### config.mk
export PLATFORM = sky130hd
export DESIGN_NAME = seg7_byte_decoder
export DESIGN_NICKNAME = d
export VERILOG_FILES = /design/src/rtl/seg7_byte_decoder.sv
export SDC_FILE = /design/constraint.sdc
export NUM_CORES = 1
export LEC_CHECK = 0
export CAP_MARGIN = 30
export CORE_ASPECT_RATIO = 0.5
export CORE_MARGIN = 4
export CORE_UTILIZATION = 30
export CTS_CLUSTER_DIAMETER = 40
export DETAILED_ROUTE_END_ITERATION = 10
export PLACE_DENSITY = 0.56
export SKIP_CTS_REPAIR_TIMING = 1
export SLEW_MARGIN = 30
export SYNTH_ARGS = -nofsm -noshare
export SYNTH_HDL_FRONTEND = slang
export SYNTH_SLANG_ARGS = --single-unit
### constraint.sdc
create_clock -name CLK -period 5.3 [get_ports CLK]
set_input_delay 1.06 -clock CLK [delete_from_list [all_inputs] [get_ports CLK]]
set_output_delay 1.06 -clock CLK [all_outputs]
set_load 0.01 [all_outputs]
### src/rtl/seg7_byte_decoder.sv
// Decodes a stream of active-low 7-segment digit codes (high nibble first) back into bytes,
// flagging illegal codes and abandoned pairs. Optional macro SEG7_DECODE_BLANK_EN accepts a blank high digit.
module seg7_byte_decoder #(
    parameter int TIMEOUT = 1000,
    parameter int ERR_W   = 8
) (
    input  logic             CLK,
    input  logic             reset,
    input  logic [0:6]       seg_in,
    input  logic             seg_valid,
    output logic [7:0]       byte_out,
    output logic             byte_valid,
    output logic             code_err,
    output logic             timeout,
    output logic             busy,
    output logic [ERR_W-1:0] err_count
);

    typedef enum logic [0:0] {
        ST_WAIT_HI = 1'b0,
        ST_WAIT_LO = 1'b1
    } state_t;

    localparam int                 TIMER_W    = 20;
    localparam logic [TIMER_W-1:0] TIMER_LAST = TIMER_W'(TIMEOUT - 1);
    localparam logic [ERR_W-1:0]   ERR_MAX    = {ERR_W{1'b1}};

    // Returns {legal, nibble}; seg_in[0] is segment a, a 0 bit means the segment is lit.
    function automatic logic [4:0] decode_seg(input logic [0:6] code);
        logic [4:0] result;
        case (code)
            7'b0000001: result = 5'b1_0000;
            7'b1001111: result = 5'b1_0001;
            7'b0010010: result = 5'b1_0010;
            7'b0000110: result = 5'b1_0011;
            7'b1001100: result = 5'b1_0100;
            7'b0100100: result = 5'b1_0101;
            7'b0100000: result = 5'b1_0110;
            7'b0001111: result = 5'b1_0111;
            7'b0000000: result = 5'b1_1000;
            7'b0000100: result = 5'b1_1001;
            7'b0001000: result = 5'b1_1010;
            7'b1100000: result = 5'b1_1011;
            7'b0110001: result = 5'b1_1100;
            7'b1000010: result = 5'b1_1101;
            7'b0110000: result = 5'b1_1110;
            7'b0111000: result = 5'b1_1111;
            default:    result = 5'b0_0000;
        endcase
        return result;
    endfunction

    state_t             state_q, state_d;
    logic [3:0]         hi_q, hi_d;
    logic [TIMER_W-1:0] timer_q, timer_d;
    logic [7:0]         byte_q, byte_d;
    logic               byte_valid_q, byte_valid_d;
    logic               code_err_q, code_err_d;
    logic               timeout_q, timeout_d;
    logic [ERR_W-1:0]   err_q, err_d;

    logic [4:0]         dec_s;
    logic               lo_ok_s;
    logic               hi_ok_s;
    logic [3:0]         nib_s;

    // Code legality; a blank digit decodes to nibble 0 and may only lead a pair.
    always_comb begin
        dec_s   = decode_seg(seg_in);
        lo_ok_s = dec_s[4];
        nib_s   = dec_s[3:0];
`ifdef SEG7_DECODE_BLANK_EN
        hi_ok_s = dec_s[4] | (seg_in == 7'b1111111);
`else
        hi_ok_s = dec_s[4];
`endif
    end

    // Next-state and pulse logic; a strobe always takes priority over the timeout check.
    always_comb begin
        state_d      = state_q;
        hi_d         = hi_q;
        timer_d      = timer_q;
        byte_d       = byte_q;
        byte_valid_d = 1'b0;
        code_err_d   = 1'b0;
        timeout_d    = 1'b0;
        case (state_q)
            ST_WAIT_HI: begin
                if (seg_valid) begin
                    if (hi_ok_s) begin
                        hi_d    = nib_s;
                        timer_d = '0;
                        state_d = ST_WAIT_LO;
                    end else begin
                        code_err_d = 1'b1;
                    end
                end else begin
                    state_d = ST_WAIT_HI;
                end
            end
            ST_WAIT_LO: begin
                if (seg_valid) begin
                    if (lo_ok_s) begin
                        byte_d       = {hi_q, nib_s};
                        byte_valid_d = 1'b1;
                    end else begin
                        code_err_d = 1'b1;
                        hi_d       = 4'h0;
                    end
                    state_d = ST_WAIT_HI;
                end else if (timer_q == TIMER_LAST) begin
                    timeout_d = 1'b1;
                    hi_d      = 4'h0;
                    state_d   = ST_WAIT_HI;
                end else begin
                    timer_d = timer_q + TIMER_W'(1);
                end
            end
            default: begin
                state_d = ST_WAIT_HI;
                hi_d    = 4'h0;
                timer_d = '0;
            end
        endcase
    end

    // Saturating error counter fed by the two error pulses (never both in one cycle).
    always_comb begin
        if ((code_err_d || timeout_d) && (err_q != ERR_MAX)) begin
            err_d = err_q + ERR_W'(1);
        end else begin
            err_d = err_q;
        end
    end

    // State and output registers.
    always_ff @(posedge CLK or posedge reset) begin
        if (reset) begin
            state_q      <= ST_WAIT_HI;
            hi_q         <= 4'h0;
            timer_q      <= '0;
            byte_q       <= 8'h00;
            byte_valid_q <= 1'b0;
            code_err_q   <= 1'b0;
            timeout_q    <= 1'b0;
            err_q        <= '0;
        end else begin
            state_q      <= state_d;
            hi_q         <= hi_d;
            timer_q      <= timer_d;
            byte_q       <= byte_d;
            byte_valid_q <= byte_valid_d;
            code_err_q   <= code_err_d;
            timeout_q    <= timeout_d;
            err_q        <= err_d;
        end
    end

    assign byte_out   = byte_q;
    assign byte_valid = byte_valid_q;
    assign code_err   = code_err_q;
    assign timeout    = timeout_q;
    assign busy       = (state_q == ST_WAIT_LO);
    assign err_count  = err_q;

endmodule

# Yosys cells after proc, flatten, opt, wreduce, memory -nomap -nowiden
# Cells that the tools add are included.
totals:
  mem_bits_ro: 0
  inputBits: 10
  memories: 0
  ff_bits: 44
  out_inout_bits: 20
  latch_bits: 0
  elab_cells: 63
  ramBits: 0
op_classes:
  add_sub_neg: 2
  eq_ne: 23
  mux: 23
  mul: 0
  bitwise_logic: 1
  magnitude_cmp: 0
  n_div: 0
  reduce_logical: 6
  n_shift: 0
ops:
  columns: ["operator", "count"]
  rows:
  - ["$mux W20", 4]
  - ["$pmux W5 S16", 1]
  - ["$pmux W20 S2", 1]
  - ["$eq A7 B6 Y1 const B", 5]
  - ["$eq A7 B7 Y1 const B", 4]
  - ["$add A20 B1 Y20 const B", 1]
  - ["$eq A20 B10 Y1 const B", 1]
  - ["$mux W4", 5]
  - ["$eq A7 B3 Y1 const B", 2]
  - ["$eq A7 B4 Y1 const B", 2]
  - ["$mux W1", 10]
  - ["$add A8 B1 Y8 const B", 1]
  - ["$ne A2 B2 Y1 const B", 4]
  - ["$ne A8 B8 Y1 const B", 1]
  - ["$pmux W4 S2", 1]
  - ["$reduce_and A4 Y1", 2]
  - ["$eq A7 B1 Y1 const B", 1]
  - ["$eq A7 B5 Y1 const B", 1]
  - ["$logic_not A7 Y1", 1]
  - ["$ne A3 B2 Y1 const B", 1]
  - ["$ne A3 B3 Y1 const B", 1]
  - ["$reduce_and A3 Y1", 1]
  - ["$pmux W1 S2", 1]
  - ["$logic_and A1 B1 Y1", 1]
  - ["2 further kinds", 2]

# Depth between registers and ports, before layout
logic_depth:
  depth_word: 6
  depth_mapped: 8
  depth_no_buf: 6

# Least setup slack after synthesis
# OpenSTA, ideal clock, no wires.
synth_timing:
  path_kind: "input to register"
  from: "input seg_in[4] in the netlist's numbering"
  to: "register err_q[7], in the netlist err_count[7]"
  path_buffers: 1
  setup_ns: 0.128
  path_stages: 7
  t_required_ns: 5.172
  setup_slack_ns: 2.583
  arrival_ns: 2.589
  cell_sequence: "clkbuf_1 > a211oi_1 > o21ai_1 > nand4_4 > o21ba_4 > nor3_2 > mux2_1"
synth_between:
  elab_chain_len: 6
  elab_cells_between_ends: 21
  cone_classes: "15 x eq/ne; 3 x mux; 3 x reduce/logical"
synth_rtl:
  columns: ["element", "line", "text"]
  rows:
  - ["from (decl)", "9", "input logic [0:6] seg_in,"]
  - ["$eq A7 B6 Y1 (tied with other cells)", "31", "case (code)"]
  - ["$pmux W5 S16 *", "31", null]
  - ["$mux W1 *", "91, 104", null]
  - ["$mux W1 *", "90, 103", null]
  - ["$logic_or A1 B1 Y1 *", "130", "if ((code_err_d || timeout_d) && (err_q != ERR_MAX)) begin"]
  - ["$logic_and A1 B1 Y1 *", "130", null]
  - ["to (signal assigned)", "156", "err_q <= err_d;"]
  - ["to (decl)", "60", "logic [ERR_W-1:0] err_q, err_d;"]
# Every way passes the cells marked *; elsewhere a longest branch is shown, timed or not.
# A chain may end at the register's enable or synchronous reset.

# Worst setup path in the final report
layout_timing:
  from: "input seg_in[3] in the netlist's numbering"
  to: "register hi_q[0]"
layout_between:
  elab_chain_len: 5
  elab_cells_between_ends: 23
  cone_classes: "17 x eq/ne; 4 x mux; 2 x reduce/logical"
layout_rtl:
  columns: ["element", "line", "text"]
  rows:
  - ["$eq A7 B6 Y1 (tied with other cells)", "31", null]
  - ["$pmux W5 S16 *", "31", null]
  - ["$mux W4", "91", "if (hi_ok_s) begin"]
  - ["$mux W4", "90", "if (seg_valid) begin"]
  - ["$pmux W4 S2", "88", "case (state_q)"]
  - ["to (signal assigned)", "150", "hi_q <= hi_d;"]
  - ["to (decl)", "54", "logic [3:0] hi_q, hi_d;"]
# Every way passes the cells marked *; elsewhere a longest branch is shown, timed or not. The select of a mux whose other input is x is not followed.

==> impl_metrics.csv <==
group,metric,value,unit
pwr,seqPwrFrac,45.6,%
die,die-width,141.5,um
logic_synthesis,ys_types,59,
sta,rsz0062_at_grt,"no",
die,initial_utilization,30.80,%
critical_path,path_class,"input pin to flop",
critical_path,crit_path_start_kind,"input pin",
critical_path,r2r_end,"timer_q[10]",
sta,hold_viol,0,
status,outcome,"finished, final reports clean",
pwr,p_sw,315.7,uW
route,ant_nets,0,
global_routing,antenna_found_initial,0,
critical_path,cp_slowest_cell,"clkdlybuf4s50_1",
final_layout,antenna_cells,0,
logic_synthesis,synthCells,279,
placement,place_congestion,0.7859,
critical_path,max_stage_delay,0.68,ns
pwr,powerDensity,322.8,mW/mm^2
die,io_pins,30,
min_path,hold_depth,2,
logic_synthesis,synth.avg_cell_area,9.579,um^2
pwr,peakVddDrop,0.1325,mV
clocking,tritoncts,"built",
pwr,cellLeakagePower,0.001352,uW
pwr,pwr-share-comb,23.5,%
critical_path,crit_path_end_kind,"flop",
final_layout,fillers,856,
min_path,holdCritStartpoint,"byte_out[7]",
final_layout,nNetsFinal,313,
global_routing,grtUsageTotal,12.04,%
die,die_y,74.74,um
logic_synthesis,syn-cell-area,0.002673,mm^2
min_path,hold_path_class,"flop to flop",
logic_synthesis,synth_enable_flop_cells,0,
logic_synthesis,ys_seq_area_share,41.20,%
critical_path,critPathRequiredTime,5.44,ns
logic_synthesis,async_reset_ff_share,100.0,%
sta,worst_pin_slew,0.7836,ns
critical_path,ff2ff_setup_slack,2.77,ns
pwr,internal_power,719.9,uW
clocking,worstSkewPairLatency,0.29,ns
route,drcViolationCount,0,
clocking,cts-htree-levels,2,
critical_path,critical_path_arrival,3.62,ns
route,dr.pass1.iters,4,
sta,setup_viol,0,
clocking,cts.sinks,44,
critical_path,cp_cell_sequence,"clkdlybuf4s50_1 -> and3b_1 -> a22oi_1 -> nand2_1 -> o211ai_2 -> nand2b_1 -> o2bb2ai_1",
logic_synthesis,syn_nets,291,
logic_synthesis,yosys_warnings,0,
job,drv_cap,0,
logic_synthesis,synth-seq-cells,44,
clocking,numCtsBuffers,5,
route,wire_per_inst,14.53,um
placement,io_buffers,29,
clocking,clk_path_buf_depth,2,
min_path,holdPathEnd,"byte_out[7]",
clocking,clkSlewWorstSetupHoldPaths,0.07,ns
sta,tns,0,ns
global_routing,grt_max_degree,45,
sta,layout_min_cycle_time,3.472,ns
global_routing,grt_pass1_wl,10470,um
critical_path,timing.rr.start,"busy",
die,rows,24,
logic_synthesis,synthFlopType,"dfrtp_1",
sta,slew_headroom,47.36,%
global_routing,overflow,0,
clocking,clock-root-buffer,"clkbuf_16",
route,wl,6088,um
global_routing,grt_pass1_vias,2118,
sta,drv_slew,0,
critical_path,reg2regPathDepth,5,
route,via_per_inst,5.103,
critical_path,critPathMaxFanout,16,
die,fp.dieArea,0.01057,mm^2
pwr,p_sw_share,30.49,%
sta,holdWs,0.4917,ns
sta,fin_skew,0.005093,ns
sta,clock.fmax,288.0,MHz
final_layout,drive_gt1_share,9.603,%
pwr,p_clk_share,30.9,%
final_layout,area_growth,20.04,%
route,dr_total_vias,2138,
route,dr.first_iter.drc_count,118,
placement,hpwl,4225,um
sta,fin_crit_sh,65.52,%
die,core-area,0.008678,mm^2
## stage by stage
stage	worst slack, ns	std cells	cell area (um^2)	total power, uW	util, %
2_1_floorplan	2.583	279	2673	602.5	-
6_report	1.828	419	3208	1036	36.97
3_3_place_gp	1.538	411	3044	713.1	35.08
3_5_place_dp	1.407	411	3044	725.7	35.08
5_1_grt	1.591	419	3208	1093	36.97
4_1_cts	1.703	419	3194	1046	36.81
## placed cells by master (no fill, tap or decap), types with 4 or more instances in the layout
cell type	count
and3_1	5
and3b_1	4
clkbuf_16	5
clkdlybuf4s50_1	29
dfrtp_1	44
inv_1	4
mux2_1	5
mux2_4	7
mux2i_1	5
nand2_1	28
nand3_1	30
nand4_1	9
nor2_1	16
nor3_1	5
nor4_1	5
o21ai_1	17
xnor2_1	6
xor2_1	12
## power groups by stage
| stage | logic [uW] | registers, uW | clock network [uW] |
|---|---|---|---|
| after global routing | 269 | 485 | 340 |
| after detailed placement | 247 | 479 | 0 |
| after global placement | 238 | 475 | 0 |
| after CTS | 247 | 473 | 325 |
| after floorplan | 129 | 473 | 0 |
| final | 243 | 472 | 320 |
## synth_stat cells (3+ instances only)
library cell / n / share of area [%]
a21oi_1: 3 / 0.56
and3_1: 5 / 1.2
and3b_1: 4 / 1.3
and4_1: 3 / 0.98
buf_2: 4 / 0.75
clkbuf_1: 9 / 1.3
dfrtp_1: 44 / 41
inv_1: 4 / 0.56
mux2_1: 5 / 2.1
mux2_4: 7 / 3.9
mux2i_1: 5 / 1.9
nand2_1: 28 / 3.9
nand2b_1: 3 / 0.70
nand3_1: 30 / 5.6
nand4_1: 9 / 2.1
nor2_1: 16 / 2.2
nor3_1: 5 / 0.94
nor3b_1: 3 / 0.84
nor4_1: 6 / 1.4
nor4b_2: 3 / 1.7
o21ai_0: 3 / 0.56
o21ai_1: 17 / 3.2
o2bb2ai_1: 3 / 0.98
xnor2_1: 6 / 2.0
xor2_1: 12 / 3.9
## sequential cells by signal, summed over array words and instances, names as in the netlist
name	cells
hi_q	4
err_count	8
timer_q	20
byte_valid	1
byte_out	8
code_err	1
busy	1
timeout	1
## worst max path at each step
| stage | from | to | slack, ns | cells past startpoint |
|---|---|---|---|---|
| finish | seg_in[3] | hi_q[0] | 1.83 | 7 |
| global route | seg_in[3] | hi_q[0] | 1.59 | 7 |
| CTS | seg_in[3] | timer_q[10] | 1.70 | 7 |
| detailed placement | seg_in[3] | timer_q[10] | 1.41 | 7 |
| global placement | seg_in[3] | timer_q[10] | 1.54 | 7 |
| floorplan | seg_in[4] | err_count[7] | 2.58 | 7 |
## logic make-up after synthesis
group	count (synthesis)	share of synthesized area (%)
buf+inv	21	3.558
xor+xnor	18	5.899
flops	44	41.20
fa+ha+maj	2	0.9362
mux	18	8.333
simple gates	131	28.23
compound gates	45	11.84
## worst max-delay path, delay by kind of cell
family | cells | cell delay [ns]
AO/OA/AOI/OAI | 3 | 1.10
buffers and inverters | 1 | 0.68
AND/OR/NAND/NOR | 3 | 0.76
## final cells by class
type	count	area, um^2	area share, %
Multi-Input combinational cell	214	1490	46.45
Clock buffer	7	142.6	4.446
Inverter	6	22.52	0.7020
Clock inverter	1	7.507	0.2340
Sequential cell	44	1101	34.32
Tap cell	117	146.4	4.563
Timing Repair Buffer	30	297.8	9.282
## routing by layer
layer,vias up,routed length (um),GRT usage [%]
met5,-,0,0
met3,8,167,1.777
li1,1063,-,-
met1,1043,3119,16.53
met4,0,79,3.830
met2,24,2721,19.98
Power figures use the tool's default switching activity.
